==> src/rtl/uart_tx_frame.sv <==
// UART transmitter: serializes a latched word as start, LSB-first data,
// optional parity and stop bits, each bit held for PRESCALE clock cycles.
module uart_tx_frame #(
  parameter int DATA_WIDTH = 8,
  parameter int PRESCALE   = 1
) (
  input  logic                  CLK,
  input  logic                  RST,
  input  logic [DATA_WIDTH-1:0] P_DATA,
  input  logic                  Data_Valid,
  input  logic                  PAR_EN,
  input  logic                  PAR_TYP,
  output logic                  TX_OUT,
  output logic                  Busy
);

  localparam int IDX_W = (DATA_WIDTH > 1) ? $clog2(DATA_WIDTH) : 1;
  localparam int PS_W  = (PRESCALE > 1) ? $clog2(PRESCALE) : 1;

  localparam logic [2:0] IDLE   = 3'd0;
  localparam logic [2:0] START  = 3'd1;
  localparam logic [2:0] DATA   = 3'd2;
  localparam logic [2:0] PARITY = 3'd3;
  localparam logic [2:0] STOP   = 3'd4;

  logic [2:0]            state_q, state_d;
  logic [IDX_W-1:0]      bitIdx_q, bitIdx_d;
  logic [PS_W-1:0]       presc_q, presc_d;
  logic [DATA_WIDTH-1:0] data_q, data_d;
  logic                  parEn_q, parEn_d;
  logic                  parTyp_q, parTyp_d;
  logic                  tx_q, tx_d;
  logic                  busy_q, busy_d;

  logic                  tick;
  logic                  parityBit;

  // tick marks the last cycle of the current bit period
  assign tick      = (presc_q == PS_W'(PRESCALE - 1));
  assign parityBit = parTyp_q ? ~^data_q : ^data_q;

  always_comb begin
    state_d  = state_q;
    bitIdx_d = bitIdx_q;
    presc_d  = '0;
    data_d   = data_q;
    parEn_d  = parEn_q;
    parTyp_d = parTyp_q;
    tx_d     = tx_q;
    busy_d   = busy_q;

    if (state_q != IDLE) begin
      presc_d = tick ? '0 : presc_q + 1'b1;
    end

    case (state_q)
      IDLE: begin
        tx_d   = 1'b1;
        busy_d = 1'b0;
        if (Data_Valid) begin
          data_d   = P_DATA;
          parEn_d  = PAR_EN;
          parTyp_d = PAR_TYP;
          state_d  = START;
          tx_d     = 1'b0;
          busy_d   = 1'b1;
        end
      end
      START: begin
        if (tick) begin
          state_d  = DATA;
          bitIdx_d = '0;
          tx_d     = data_q[0];
        end
      end
      DATA: begin
        if (tick) begin
          if (bitIdx_q == IDX_W'(DATA_WIDTH - 1)) begin
            if (parEn_q) begin
              state_d = PARITY;
              tx_d    = parityBit;
            end else begin
              state_d = STOP;
              tx_d    = 1'b1;
            end
          end else begin
            bitIdx_d = bitIdx_q + 1'b1;
            tx_d     = data_q[bitIdx_q + 1'b1];
          end
        end
      end
      PARITY: begin
        if (tick) begin
          state_d = STOP;
          tx_d    = 1'b1;
        end
      end
      STOP: begin
        // Leaving STOP always passes through one IDLE cycle before a new frame
        if (tick) begin
          state_d = IDLE;
          tx_d    = 1'b1;
          busy_d  = 1'b0;
        end
      end
      default: begin
        state_d = IDLE;
        tx_d    = 1'b1;
        busy_d  = 1'b0;
      end
    endcase
  end

  always_ff @(posedge CLK or posedge RST) begin
    if (RST) begin
      state_q  <= IDLE;
      bitIdx_q <= '0;
      presc_q  <= '0;
      data_q   <= '0;
      parEn_q  <= 1'b0;
      parTyp_q <= 1'b0;
      tx_q     <= 1'b1;
      busy_q   <= 1'b0;
    end else begin
      state_q  <= state_d;
      bitIdx_q <= bitIdx_d;
      presc_q  <= presc_d;
      data_q   <= data_d;
      parEn_q  <= parEn_d;
      parTyp_q <= parTyp_d;
      tx_q     <= tx_d;
      busy_q   <= busy_d;
    end
  end

  assign TX_OUT = tx_q;
  assign Busy   = busy_q;

endmodule

==> config.mk <==
export PLATFORM = sky130hd
export DESIGN_NAME = uart_tx_frame
export DESIGN_NICKNAME = d
export VERILOG_FILES = /design/src/rtl/uart_tx_frame.sv
export SDC_FILE = /design/constraint.sdc
export NUM_CORES = 1
export LEC_CHECK = 0
export CAP_MARGIN = 20
export CORE_ASPECT_RATIO = 0.8
export CORE_UTILIZATION = 45
export CTS_CLUSTER_SIZE = 16
export DETAILED_ROUTE_END_ITERATION = 12
export PLACE_DENSITY = 0.69
export SKIP_CTS_REPAIR_TIMING = 1
export SYNTH_ARGS = -nofsm -noshare
export SYNTH_HDL_FRONTEND = slang
export SYNTH_SLANG_ARGS = --single-unit
==> constraint.sdc <==
create_clock -name CLK -period 2.5 [get_ports CLK]
set_clock_uncertainty 0.2 [all_clocks]
set_input_delay 0.75 -clock CLK [delete_from_list [all_inputs] [get_ports CLK]]
set_output_delay 0.75 -clock CLK [all_outputs]
set_load 0.02 [all_outputs]
==> implementation parameters, run 1 <==
Parameter                              Value

Logic synthesis
  Syn_nets ... 97
  Number of unique standard cell types used by synthesis ... 34
  Avg Inst Size Synth ... 12.70 sq um
  Total standard cell area after synthesis ... 0.001041 sq mm
  Portion of the post-synthesis area used by sequential elements ... 0.4339
  Register bit count reported by yosys ... 18
  Synthesized instance count ... 82
  Yosys synthesis warning count ... 0

Floorplan
  Count of pins on the block boundary ... 15
  Core Footprint ... 0.002177 sq mm
  Height of the chip ... 45.02 um
  Die area ... 0.002511 sq mm
  Site row count ... 15
  Chip Width ... 55.78 um
  Initial core utilization ... 0.4782

Place
  Hpwl dp ... 1372 um
  Post-place instance area ... 0.001190 sq mm
  Number of input and output port buffers inserted ... 14
  Placed Cells incl. Taps ... 118
  Gpl congestion ... 0.7354

Power
  Leakage power of the design ... 0.5244 nW
  Final total power ... 1.615 mW
  Power density over the cells ... 1317 mW/mm^2
  VDD IR-drop max ... 0.7417 mV

STA
  Pins Over Slew Limit ... 0
  Hold slack ... 347.7 ps
  Finish-stage setup viols ... 0
  Highest achievable clock rate ... 418.7 MHz
  Transition time at the pin with the least slew margin ... 440.5 ps
  Unrepaired setup endpoints after global routing ... no
  Setup TNS Final ... 0 ps
  Worst slew margin relative to its limit ... 0.7063
  Number of hold violations in the final report ... 0
  Final period util ... 0.9554
  Clock period minus worst slack ... 2388 ps

Global routing
  Antenna violations before repair ... 0
  Met3 Use GR ... 0.06877
  First-pass GRT wire length ... 3132 um
  Pin count of the biggest net entering global routing ... 19
  Busiest metal layer after global routing ... met2
  Vias in the first global route ... 691
  Aggregate global-route resource usage ... 0.1683
  Global Route met1 Usage ... 0.2059
  Global routing usage on met2 ... 0.2892
  Global-route congestion overflow total ... 0

Clock tree
  TritonCTS clock tree ... built
  Bufs on Longest Clock Path ... 2
  Cts bufs inserted ... 3
  Total clock sinks ... 18
  Source-to-sink clock delay at the later pin of the worst-skew pair ... 300 ps
  Root buffer cell ... clkbuf_4
  Clock edge transition at the registers on the reported setup and hold paths ... 110 ps
  CTS H-Tree Depth ... 1

Cells and area
  Area Growth Syn to Fin ... 17.79%
  Layout cell share with drive strength beyond 1 ... 0.2577
  Number of nets in the layout ... 113
  Finished Layout Cells ... 122
  Most frequent standard cell in the layout excluding fill and tap cells ... dfrtp_1
  Highest-count cells in the layout ignoring fill and taps ... dfrtp_1 (17), clkdlybuf4s50_1 (14), mux2_2 (9)
  Filler cell count in the final layout ... 198
  Register area ... 451.7 sq um
  Final cell area excluding filler cells ... 0.001226 sq mm
  Count of antenna diodes in the layout ... 0
  Area of the multi-input gates ... 540.5 sq um

Setup path
  Critical Path AT ... 1440 ps
  Slowest cell on crit path ... clkdlybuf4s50_1
  Critical Path Sink Type ... output pin
  Launching element type of the critical path ... flop
  Critical path peak fanout ... 1
  Kind of cell adding the most delay to the critical path ... buffers and inverters
  Critical path required time ... 1550 ps
  List of cells traversed by the critical path ... clkdlybuf4s50_1
  Number of buffers and inverters on the critical path ... 1
  Crit path largest cell delay ... 590 ps
  Worst setup path class ... reg2out

Min path
  HP Class ... reg2reg

Routing
  Number of vias per cell ... 5.697
  Via count ... 695
  Detailed Route Iter0 Violations ... 10
  Number of DRC violations after detailed routing ... 0
  Length of the first detailed-routing pass in iterations ... 3
  Wirelength, routed ... 1839 um
  Count of antenna-violating nets left after detailed routing ... 0
  Wire length per cell ... 15.07 um

Run status
  Result of the run ... complete, no violations

Flow run
  MaxCap Viol Count ... 0
-- cells in the mapped netlist --
library cell / instances / area [sq um]
a2111oi_2: 2 / 30.03
a21oi_1: 6 / 30.03
a22o_1: 5 / 43.79
a31oi_1: 1 / 6.260
and2b_2: 1 / 8.760
buf_2: 1 / 5.000
buf_6: 1 / 11.26
clkbuf_1: 2 / 7.510
clkbuf_8: 1 / 13.76
dfrtp_1: 17 / 425.4
dfstp_2: 1 / 26.28
ha_1: 2 / 25.02
inv_1: 3 / 11.26
mux2_1: 5 / 56.30
mux2_2: 9 / 101.4
mux2_4: 1 / 15.01
mux4_2: 1 / 22.52
nand2_1: 3 / 11.26
nand2b_1: 1 / 6.260
nor2_1: 1 / 3.750
nor2b_1: 1 / 6.260
nor3_1: 2 / 10.01
nor3b_1: 1 / 7.510
nor4b_2: 1 / 15.01
o21ai_0: 3 / 15.01
o21ai_1: 1 / 5.000
o21bai_1: 1 / 7.510
or2_2: 1 / 6.260
or3b_4: 1 / 11.26
xnor2_1: 2 / 17.52
xnor3_1: 1 / 22.52
xnor3_2: 1 / 23.77
xor2_1: 1 / 8.760
xor3_1: 1 / 23.77
-- registers in the layout, indices dropped and copies added (netlist names) --
name      count
Busy          1
state_q       3
parEn_q       1
TX_OUT        1
bitIdx_q      3
parTyp_q      1
data_q        8
-- cell type report --
type | count | share of cell area
clock buffer | 4 | 0.02959
inverter | 3 | 0.009184
multi-input combinational | 56 | 0.4408
sequential | 18 | 0.3684
tap | 25 | 0.02551
timing repair buffer | 16 | 0.1265
-- metrics by stage --
step,utilization,worst slack [ps]
finish,0.5632,111.6
global route,0.5632,72.20
CTS,0.5632,109.3
detailed placement,0.5466,129.4
global placement,0.5466,141.4
floorplan,-,642.4
-- final timing paths --
path	start	endpoint	slack, ps	cells past startpoint
max	TX_OUT$_DFF_PP1_	TX_OUT	110	1
min	parTyp_q$_DFFE_PP0P_	parTyp_q$_DFFE_PP0P_	350	1
max reg2reg	bitIdx_q[0]$_DFFE_PP0P_	TX_OUT$_DFF_PP1_	440	5
min reg2reg	parTyp_q$_DFFE_PP0P_	parTyp_q$_DFFE_PP0P_	350	1
max in group asynchronous	RST	TX_OUT$_DFF_PP1_	1290	3
min in group asynchronous	RST	data_q[7]$_DFFE_PP0P_	560	3
-- routing by layer --
metal | routed length [um] | share of wire
met2 | 836 | 0.45
met1 | 891 | 0.48
met3 | 101 | 0.055
met5 | 0 | 0
met4 | 10 | 0.0054
-- power breakdown --
| group | switching [mW] | internal [mW] | total, mW |
|---|---|---|---|
| registers | 0.192 | 0.436 | 0.628 |
| logic | 0.273 | 0.535 | 0.807 |
| clock network | 0.0904 | 0.0888 | 0.179 |
| total | 0.555 | 1.06 | 1.61 |
-- kinds of logic after synthesis --
logic type | Yosys count | synth area share
AO/OA/AOI/OAI | 19 | 0.1322
buffers and inverters | 8 | 0.04687
AND/OR/NAND/NOR | 13 | 0.08294
multiplexers | 16 | 0.1875
XOR/XNOR | 6 | 0.09255
adder cells (fa/ha/maj) | 2 | 0.02403
flip-flops | 18 | 0.4339
No activity file was read; power rests on OpenSTA's default activity.
==> run 2, diff against run 1 <==
- CAP_MARGIN: 20 -> 10
==> results of run 2 <==
No change in the layout: final DEF, timing and power equal those of run 1.
==> run 3, diff against run 2 <==
- CORE_MARGIN: not set -> 2
==> run 3 against run 2 <==
Against the previous run: maximum frequency rose by 0.30%; sequential share of layout area did not move; critical path depth did not move; total power fell by 0.22%; cell area did not move; wire length fell by 4.0%; combinational power barely moved; critical path type unchanged; highest routed layer unchanged.
==> implementation parameters, run 3 (synthesized netlist as in run 1, its figures left out) <==
Parameter                              Value

Cells and area
  Largest registers ... data_q: 8 flops, bitIdx_q: 3 flops, state_q: 3 flops (unchanged)
  Area Growth Syn to Fin ... 17.79% (unchanged)
  Most frequent standard cell in the layout excluding fill and tap cells ... dfrtp_1 (unchanged)
  Register area ... 451.7 sq um (unchanged)
  Filler cell count in the final layout ... 200 (was 198)
  Area of the multi-input gates ... 540.5 sq um (unchanged)
  Top register by number of flip-flops ... data_q (unchanged)
  Highest-count cells in the layout ignoring fill and taps ... dfrtp_1 (17), clkdlybuf4s50_1 (14), mux2_2 (9) (unchanged)
  Count of antenna diodes in the layout ... 0 (unchanged)
  Number of nets in the layout ... 113 (unchanged)
  Layout cell share with drive strength beyond 1 ... 0.2577 (unchanged)
  Finished Core Util ... 0.5632 (unchanged)
  Largest register FFs ... 8 (unchanged)

STA
  Setup TNS Final ... 0 ps (unchanged)
  Clock period minus worst slack ... 2381 ps (was 2388 ps)
  Transition time at the pin with the least slew margin ... 409.9 ps (was 440.5 ps)
  Pins Over Slew Limit ... 0 (unchanged)
  Highest achievable clock rate ... 419.9 MHz (was 418.7 MHz)
  Number of hold violations in the final report ... 0 (unchanged)
  Hold slack ... 348.4 ps (was 347.7 ps)
  Worst slew margin relative to its limit ... 0.7267 (was 0.7063)
  Finish-stage setup viols ... 0 (unchanged)
  Final period util ... 0.9525 (was 0.9554)
  Unrepaired setup endpoints after global routing ... no (unchanged)

Global routing
  Vias in the first global route ... 651 (was 691)
  First-pass GRT wire length ... 2980 um (was 3132 um)
  Global-route congestion overflow total ... 0 (unchanged)
  Aggregate global-route resource usage ... 0.1528 (was 0.1683)
  Pin count of the biggest net entering global routing ... 19 (unchanged)
  Antenna violations before repair ... 0 (unchanged)

Setup path
  Worst setup path class ... reg2out (unchanged)
  Critical Path Sink Type ... output pin (unchanged)
  Kind of cell adding the most delay to the critical path ... buffers and inverters (unchanged)
  Critical path required time ... 1550 ps (about the same)
  Launching element type of the critical path ... flop (unchanged)
  Crit path largest cell delay ... 600 ps (was 590 ps)
  Critical path peak fanout ... 1 (unchanged)
  Critical Path AT ... 1430 ps (was 1440 ps)
  Slowest cell on crit path ... clkdlybuf4s50_1 (unchanged)
  Number of buffers and inverters on the critical path ... 1 (unchanged)
  List of cells traversed by the critical path ... clkdlybuf4s50_1 (unchanged)

Power
  Part of the power in registers ... 0.386 (was 0.389)
  Combinational fraction of design power ... 0.502 (was 0.500)
  Reported net switching power ... 551.0 uW (was 555.2 uW)
  Leakage power of the design ... 0.5244 nW (unchanged)
  Power density over the cells ... 1314 mW/mm^2 (was 1317 mW/mm^2)
  Internal power component ... 1.060 mW (was 1.059 mW)
  Power share of the clock group ... 0.112 (was 0.111)
  Final total power ... 1.611 mW (was 1.615 mW)
  Switch share ... 0.3420 (was 0.3439)
  VDD IR-drop max ... 0.7645 mV (was 0.7417 mV)

Clock tree
  Bufs on Longest Clock Path ... 2 (unchanged)
  Cts bufs inserted ... 3 (unchanged)
  Clock edge transition at the registers on the reported setup and hold paths ... 100 ps (was 110 ps)
  TritonCTS clock tree ... built (unchanged)
  Total clock sinks ... 18 (unchanged)
  CTS H-Tree Depth ... 1 (unchanged)
  Root buffer cell ... clkbuf_4 (unchanged)
  Source-to-sink clock delay at the later pin of the worst-skew pair ... 290 ps (was 300 ps)

Floorplan
  Core Footprint ... 0.002177 sq mm (unchanged)
  Height of the chip ... 47.02 um (was 45.02 um)
  Initial core utilization ... 0.4782 (unchanged)
  Die area ... 0.002717 sq mm (was 0.002511 sq mm)
  Chip Width ... 57.78 um (was 55.78 um)
  Count of pins on the block boundary ... 15 (unchanged)
  Site row count ... 15 (unchanged)

Routing
  Detailed Route Iter0 Violations ... 13 (was 10)
  Wire length per cell ... 14.47 um (was 15.07 um)
  Count of antenna-violating nets left after detailed routing ... 0 (unchanged)
  Number of DRC violations after detailed routing ... 0 (unchanged)
  Length of the first detailed-routing pass in iterations ... 3 (unchanged)
  Via count ... 674 (was 695)
  Number of vias per cell ... 5.525 (was 5.697)
  Wirelength, routed ... 1765 um (was 1839 um)

Run status
  Result of the run ... complete, no violations (unchanged)

Min path
  HP Class ... reg2reg (unchanged)

Place
  Hpwl dp ... 1319 um (was 1372 um)
  Gpl congestion ... 0.7210 (was 0.7354)
  Number of input and output port buffers inserted ... 14 (unchanged)

Flow run
  MaxCap Viol Count ... 0 (unchanged)
-- run 3: stage by stage --
stage          cells  area (sq um)  worst slack [ps]
2_1_floorplan     82          1041             642.4
3_3_place_gp     118          1190             138.0
3_5_place_dp     118          1190             106.7
4_1_cts          122          1226             99.34
5_1_grt          122          1226             61.27
6_report         122          1226             118.7
-- run 3: power by group through the flow --
| stage | combinational [mW] | clock, mW | sequential, mW |
|---|---|---|---|
| after floorplan | 0.727 | 0 | 0.560 |
| after global placement | 0.798 | 0 | 0.621 |
| after detailed placement | 0.818 | 0 | 0.630 |
| after CTS | 0.819 | 0.187 | 0.623 |
| after global routing | 0.880 | 0.205 | 0.656 |
| final | 0.809 | 0.180 | 0.622 |
-- run 3: per-layer routing --
metal | global-route usage | part of all wire | vias to the layer above
met5 | 0 | 0 | -
met4 | 0.04186 | 0.0085 | 0
met3 | 0.06336 | 0.069 | 2
met2 | 0.2364 | 0.43 | 16
met1 | 0.2017 | 0.49 | 323
li1 | - | - | 333
-- run 3: layout make-up --
class	instances	area share
clock buffers	4	0.02959
repair buffers	16	0.1265
well taps	25	0.02551
inverters	3	0.009184
flip-flops and latches	18	0.3684
multi-input cells	56	0.4408
-- run 3: final timing paths --
path	startpoint	end	slack [ps]	depth (start not counted)
max	TX_OUT$_DFF_PP1_	TX_OUT	120	1
min	data_q[6]$_DFFE_PP0P_	data_q[6]$_DFFE_PP0P_	350	1
max reg2reg	bitIdx_q[0]$_DFFE_PP0P_	TX_OUT$_DFF_PP1_	450	5
min reg2reg	data_q[6]$_DFFE_PP0P_	data_q[6]$_DFFE_PP0P_	350	1
max in group asynchronous	RST	TX_OUT$_DFF_PP1_	1280	3
min in group asynchronous	RST	data_q[7]$_DFFE_PP0P_	560	3
